File: config.mk
export PLATFORM = sky130hd
export DESIGN_NAME = mult_n_seq
export DESIGN_NICKNAME = d
export VERILOG_FILES = /design/src/rtl/mult_n_seq.sv
export SDC_FILE = /design/constraint.sdc
export NUM_CORES = 1
export LEC_CHECK = 0
export CAP_MARGIN = 0
export CORE_ASPECT_RATIO = 0.6
export CORE_UTILIZATION = 25
export CTS_CLUSTER_DIAMETER = 40
export CTS_CLUSTER_SIZE = 14
export DETAILED_ROUTE_END_ITERATION = 6
export PLACE_DENSITY = 0.38
export SLEW_MARGIN = 20
export SYNTH_ARGS = -nofsm -noshare
export SYNTH_HDL_FRONTEND = slang
export SYNTH_SLANG_ARGS = --single-unit
File: constraint.sdc
create_clock -name clk -period 9.7 [get_ports clk]
set_input_delay 1.94 -clock clk [delete_from_list [all_inputs] [get_ports clk]]
set_output_delay 1.94 -clock clk [all_outputs]
set_load 0.005 [all_outputs]
File: src/rtl/mult_n_seq.sv
// Sequential shift-and-add multiplier: one multiplier bit per cycle, LSB first,
// with optional two's-complement operands handled by sign-magnitude conversion.
module mult_n_seq #(
    parameter int WIDTH = 8
) (
    input  logic                 clk,
    input  logic                 rst,
    input  logic                 init,
    input  logic                 signed_mode,
    input  logic [WIDTH-1:0]     A,
    input  logic [WIDTH-1:0]     B,
    output logic [2*WIDTH-1:0]   pp,
    output logic                 done,
    output logic                 busy
);

    localparam int PW = 2 * WIDTH;
    localparam int CW = $clog2(WIDTH + 1);
    localparam logic [CW-1:0] CNT_LOAD = CW'(WIDTH);
    localparam logic [CW-1:0] CNT_ONE  = CW'(1);

    typedef enum logic [1:0] {IDLE, CALC, DONE} state_t;

    state_t           state_q, state_d;
    logic [PW-1:0]    mcand_q, mcand_d;
    logic [WIDTH-1:0] mplier_q, mplier_d;
    logic [PW-1:0]    acc_q, acc_d;
    logic [PW-1:0]    pp_q, pp_d;
    logic [CW-1:0]    cnt_q, cnt_d;
    logic             sign_q, sign_d;

    logic [WIDTH-1:0] mag_a, mag_b;
    logic [PW-1:0]    acc_sum;

    always_comb begin
        // Negating the most negative value wraps to 2^(WIDTH-1), which is the
        // correct magnitude when read back as unsigned.
        mag_a   = (signed_mode && A[WIDTH-1]) ? -A : A;
        mag_b   = (signed_mode && B[WIDTH-1]) ? -B : B;
        acc_sum = acc_q + (mplier_q[0] ? mcand_q : '0);

        state_d  = state_q;
        mcand_d  = mcand_q;
        mplier_d = mplier_q;
        acc_d    = acc_q;
        pp_d     = pp_q;
        cnt_d    = cnt_q;
        sign_d   = sign_q;

        case (state_q)
            IDLE, DONE: begin
                if (init) begin
                    mcand_d  = {{WIDTH{1'b0}}, mag_a};
                    mplier_d = mag_b;
                    sign_d   = signed_mode & (A[WIDTH-1] ^ B[WIDTH-1]);
                    acc_d    = '0;
                    cnt_d    = CNT_LOAD;
                    state_d  = CALC;
                end else begin
                    state_d  = IDLE;
                end
            end
            CALC: begin
                acc_d    = acc_sum;
                mcand_d  = mcand_q << 1;
                mplier_d = mplier_q >> 1;
                cnt_d    = cnt_q - CNT_ONE;
                if (cnt_q == CNT_ONE) begin
                    state_d = DONE;
                    pp_d    = sign_q ? -acc_sum : acc_sum;
                end
            end
            default: state_d = IDLE;
        endcase
    end

    always_ff @(posedge clk) begin
        if (rst) begin
            state_q  <= IDLE;
            mcand_q  <= '0;
            mplier_q <= '0;
            acc_q    <= '0;
            pp_q     <= '0;
            cnt_q    <= '0;
            sign_q   <= 1'b0;
        end else begin
            state_q  <= state_d;
            mcand_q  <= mcand_d;
            mplier_q <= mplier_d;
            acc_q    <= acc_d;
            pp_q     <= pp_d;
            cnt_q    <= cnt_d;
            sign_q   <= sign_d;
        end
    end

    assign pp   = pp_q;
    assign done = (state_q == DONE);
    assign busy = (state_q == CALC);

endmodule

==> impl_results.rst <==
.. list-table::
   :header-rows: 1

   * - Metric
     - Value
   * - Buffer cell driving the clock tree root
     - clkbuf_16
   * - Detailed-route vias per instance
     - 5.01
   * - Min Clock Period, post-route
     - 3690 ps
   * - Row Count
     - 34
   * - Max Clock Freq
     - 271 MHz
   * - Post-detailed-route count of antenna-violating nets
     - 0
   * - Sum of overflow across all layers after global routing
     - 0
   * - Warnings from Yosys
     - 0
   * - Die area
     - 16,000 µm²
   * - Maximum buffer depth of the clock tree
     - 2
   * - Area of the multi-input gates
     - 2440 µm²
   * - Clock tree from TritonCTS
     - built
   * - Category of cells accounting for the largest share of critical-path delay
     - compound AO/OA/AOI/OAI gates
   * - Buf+Inv Stages, Crit Path
     - 0
   * - Prevailing post-synth register cell
     - dfxtp_1
   * - Minimum hold slack
     - 455 ps
   * - Initial antenna violation count
     - 0
   * - I/O pin count
     - 38
   * - Async set or reset register ratio after synthesis
     - 0%
   * - Area of all sequential standard cells
     - 1260 µm²
   * - Count of filler cells inserted in the layout
     - 1,620
   * - Area share of the leading cell type in the synthesized netlist
     - 32.5%
   * - Total negative slack
     - 0 ps
   * - Worst-Margin Slew
     - 944 ps
   * - Cell area after placement
     - 4420 µm²
   * - Worst-path maximum fanout
     - 17
   * - DP Wirelength
     - 8890 µm
   * - Horiz. Die Dim
     - 163 µm
   * - Floorplan die height
     - 98.5 µm
   * - Post-CTS Repair Setup Buffers
     - 0
   * - Status
     - completed
   * - Combined global-route utilization of all metal layers
     - 15.6%
   * - Post-Route WL
     - 12,000 µm
   * - Commonest non-fill, non-tap cell in the layout
     - nor2_1
   * - Slew HR
     - 37.0%
   * - Number of DRC violations after detailed-routing iteration 0
     - 304
   * - Largest stage delay on the critical path
     - 480 ps
   * - Detailed Routing Iterations Pass 1
     - 4
   * - Number of port buffers
     - 37
   * - Post-detailed-route wirelength per cell
     - 16.7 µm
   * - Number of instances in the synthesized netlist
     - 487
   * - Residual DRC count
     - 0
   * - Category of the worst setup path launch point
     - flop
   * - Required time worst endpoint
     - 9940 ps
   * - Arrival time reported for the critical path endpoint
     - 3930 ps
   * - TritonCTS buffer count
     - 9
   * - Worst vdd rail ir drop
     - 0.0000713 V
   * - Commonest non-fill, non-tap cells in the layout
     - 65 x nor2_1, 63 x dfxtp_1, 42 x nand2_1
   * - Met2 WL
     - 4400 µm
   * - Setup repair after global routing missed its margin
     - no
   * - Initial Util
     - 26.2%
   * - Post-Route Skew
     - 10.1 ps
   * - Resized Gates After CTS
     - 0
   * - Number of slew-limit violations in the final report
     - 0
   * - Met3 WL post-DR
     - 684 µm
   * - Max layer used
     - met4
   * - Sinks on the clock net
     - 63
   * - Final net count
     - 555
   * - Via Count
     - 3,590
   * - Length of routed wiring on met1
     - 6820 µm
   * - Final standard cell area without fillers
     - 4740 µm²
   * - Sequential element share of the synthesized area
     - 32.5%
   * - Total of endpoints with negative setup slack in the final report
     - 0
   * - Core Box Area
     - 14,800 µm²
   * - Clock slew seen by the registers of the worst setup and hold paths
     - 50 ps
   * - Pin count of the biggest net entering global routing
     - 66
   * - Vias in the first global route
     - 3,262
   * - Post-CTS Hold Buffers
     - 0
   * - Final core utilization
     - 32.0%
   * - Routability cong.
     - 0.849
   * - Cell taking the most area after synthesis
     - dfxtp_1
   * - Diodes inserted
     - 0
   * - Clock insertion delay at the later pin of the skew report
     - 330 ps
   * - Fraction of layout instances using a drive strength above 1
     - 6.95%
   * - Critical Path Slowest Stage Cell
     - nor4_1
   * - Path class of the lowest-slack min-delay path
     - reg -> reg
   * - Sequence of cells on the critical path
     - and2_1 > ha_1 > fa_1 > a21o_1 > a21oi_1 > xor2_1 > o2111ai_2 > nor4_1 > a41oi_1 > xnor2_1 > a211oi_1
   * - Total power density per cell area
     - 149 nW/µm²
   * - Number of hold violations in the final report
     - 0
   * - Part of the cycle the worst path needs
     - 38.0%
   * - Synth area leaders
     - dfxtp_1 33%, nor2_1 6.5%, ha_1 6.5%
   * - Synth Net Count
     - 528
   * - Netlist Area Pre-Place
     - 3880 µm²
   * - Wire length of the first global-routing pass
     - 19,000 µm
   * - Max cap viols
     - 0
   * - Post-synthesis average cell area
     - 7.96 µm²
   * - Sort of element at the end of the critical path
     - flop
   * - Synth unique cells
     - 56
   * - Relative area change from synthesis to final layout
     - 22.2%
   * - H-tree depth reported by CTS
     - 3
   * - Flop and latch count out of synthesis
     - 63
   * - Leakage power
     - 1.83 nW
   * - Number of synthesized flops with an enable pin
     - 0
   * - Crit Path Category
     - reg -> reg
## metrics by stage
step | instances | total power [mW] | setup slack, ps
global placement | 701 | 0.367 | 6040
CTS | 716 | 0.717 | 5960
global route | 716 | 0.740 | 5550
finish | 716 | 0.705 | 6010
detailed placement | 701 | 0.367 | 5990
floorplan | 487 | 0.332 | 6470
## routing by layer
metal / global-route usage [%] / vias to the layer above
met5: 0 / -
met4: 3.45 / 0
met3: 4.59 / 6
met2: 19.1 / 94
met1: 25.3 / 1686
li1: - / 1804
## sequential cells by signal, summed over array words and instances (netlist names)
| name | flops |
|---|---|
| cnt_q | 4 |
| state_q | 2 |
| pp | 16 |
| sign_q | 1 |
| acc_q | 16 |
| mplier_q | 8 |
| mcand_q | 16 |
## area by class of cell
type | count | share of cell area [%]
multi-input combinational | 380 | 51.5
sequential | 63 | 26.6
timing repair buffer | 43 | 8.66
tap | 198 | 5.23
clock buffer | 11 | 5.12
clock inverter | 4 | 1.48
inverter | 17 | 1.35
## path summary, 6_finish.rpt
kind	cells after the start	end	slack [ps]	from
hold / removal	2	pp[0]$_SDFFE_PP0P_	460	pp[0]$_SDFFE_PP0P_
setup reg to reg	11	pp[14]$_SDFFE_PP0P_	6010	mplier_q[0]$_SDFFE_PP0P_
setup / recovery	11	pp[14]$_SDFFE_PP0P_	6010	mplier_q[0]$_SDFFE_PP0P_
hold reg to reg	2	pp[0]$_SDFFE_PP0P_	460	pp[0]$_SDFFE_PP0P_
## logic make-up (layout without fill, tap and decap cells)
logic type | Yosys count | in the layout | share of synthesized area [%]
adders and majority gates | 21 | 21 | 6.97
AOI/OAI and AO/OA | 139 | 139 | 25.2
buffers and inverters | 44 | 75 | 4.65
xor gates and xnor gates | 36 | 36 | 8.33
and+or+nand+nor | 183 | 183 | 22.1
muxes | 1 | 1 | 0.258
DFF | 63 | 63 | 32.5
## power breakdown
part	internal [mW]	switching (mW)
registers	0.269	0.00861
logic	0.0319	0.0519
clock network	0.230	0.115
## worst register-to-register path, stage by stage (launching register included)
cell and delay, ps:
dfxtp_1 450, and2_1 220, ha_1 210, fa_1 420
a21o_1 230, a21oi_1 270, xor2_1 460, o2111ai_2 290
nor4_1 480, a41oi_1 200, xnor2_1 170, a211oi_1 220
## cell usage after synthesis, drive strengths merged (3+ instances only)
cell type,instances
o21a,6
a211oi,14
clkbuf,23
a221oi,5
nor2b,5
o31ai,3
xor2,22
xnor2,14
nand2,42
inv,17
a41oi,3
nor2,67
a31oi,5
and3,4
a21o,4
nor3,20
and2,16
or2,4
nor4,5
a22oi,33
o21ai,10
ha,20
a21oi,41
nand3,10
dfxtp,63
buf,4
(Power assumes the default switching activity.)
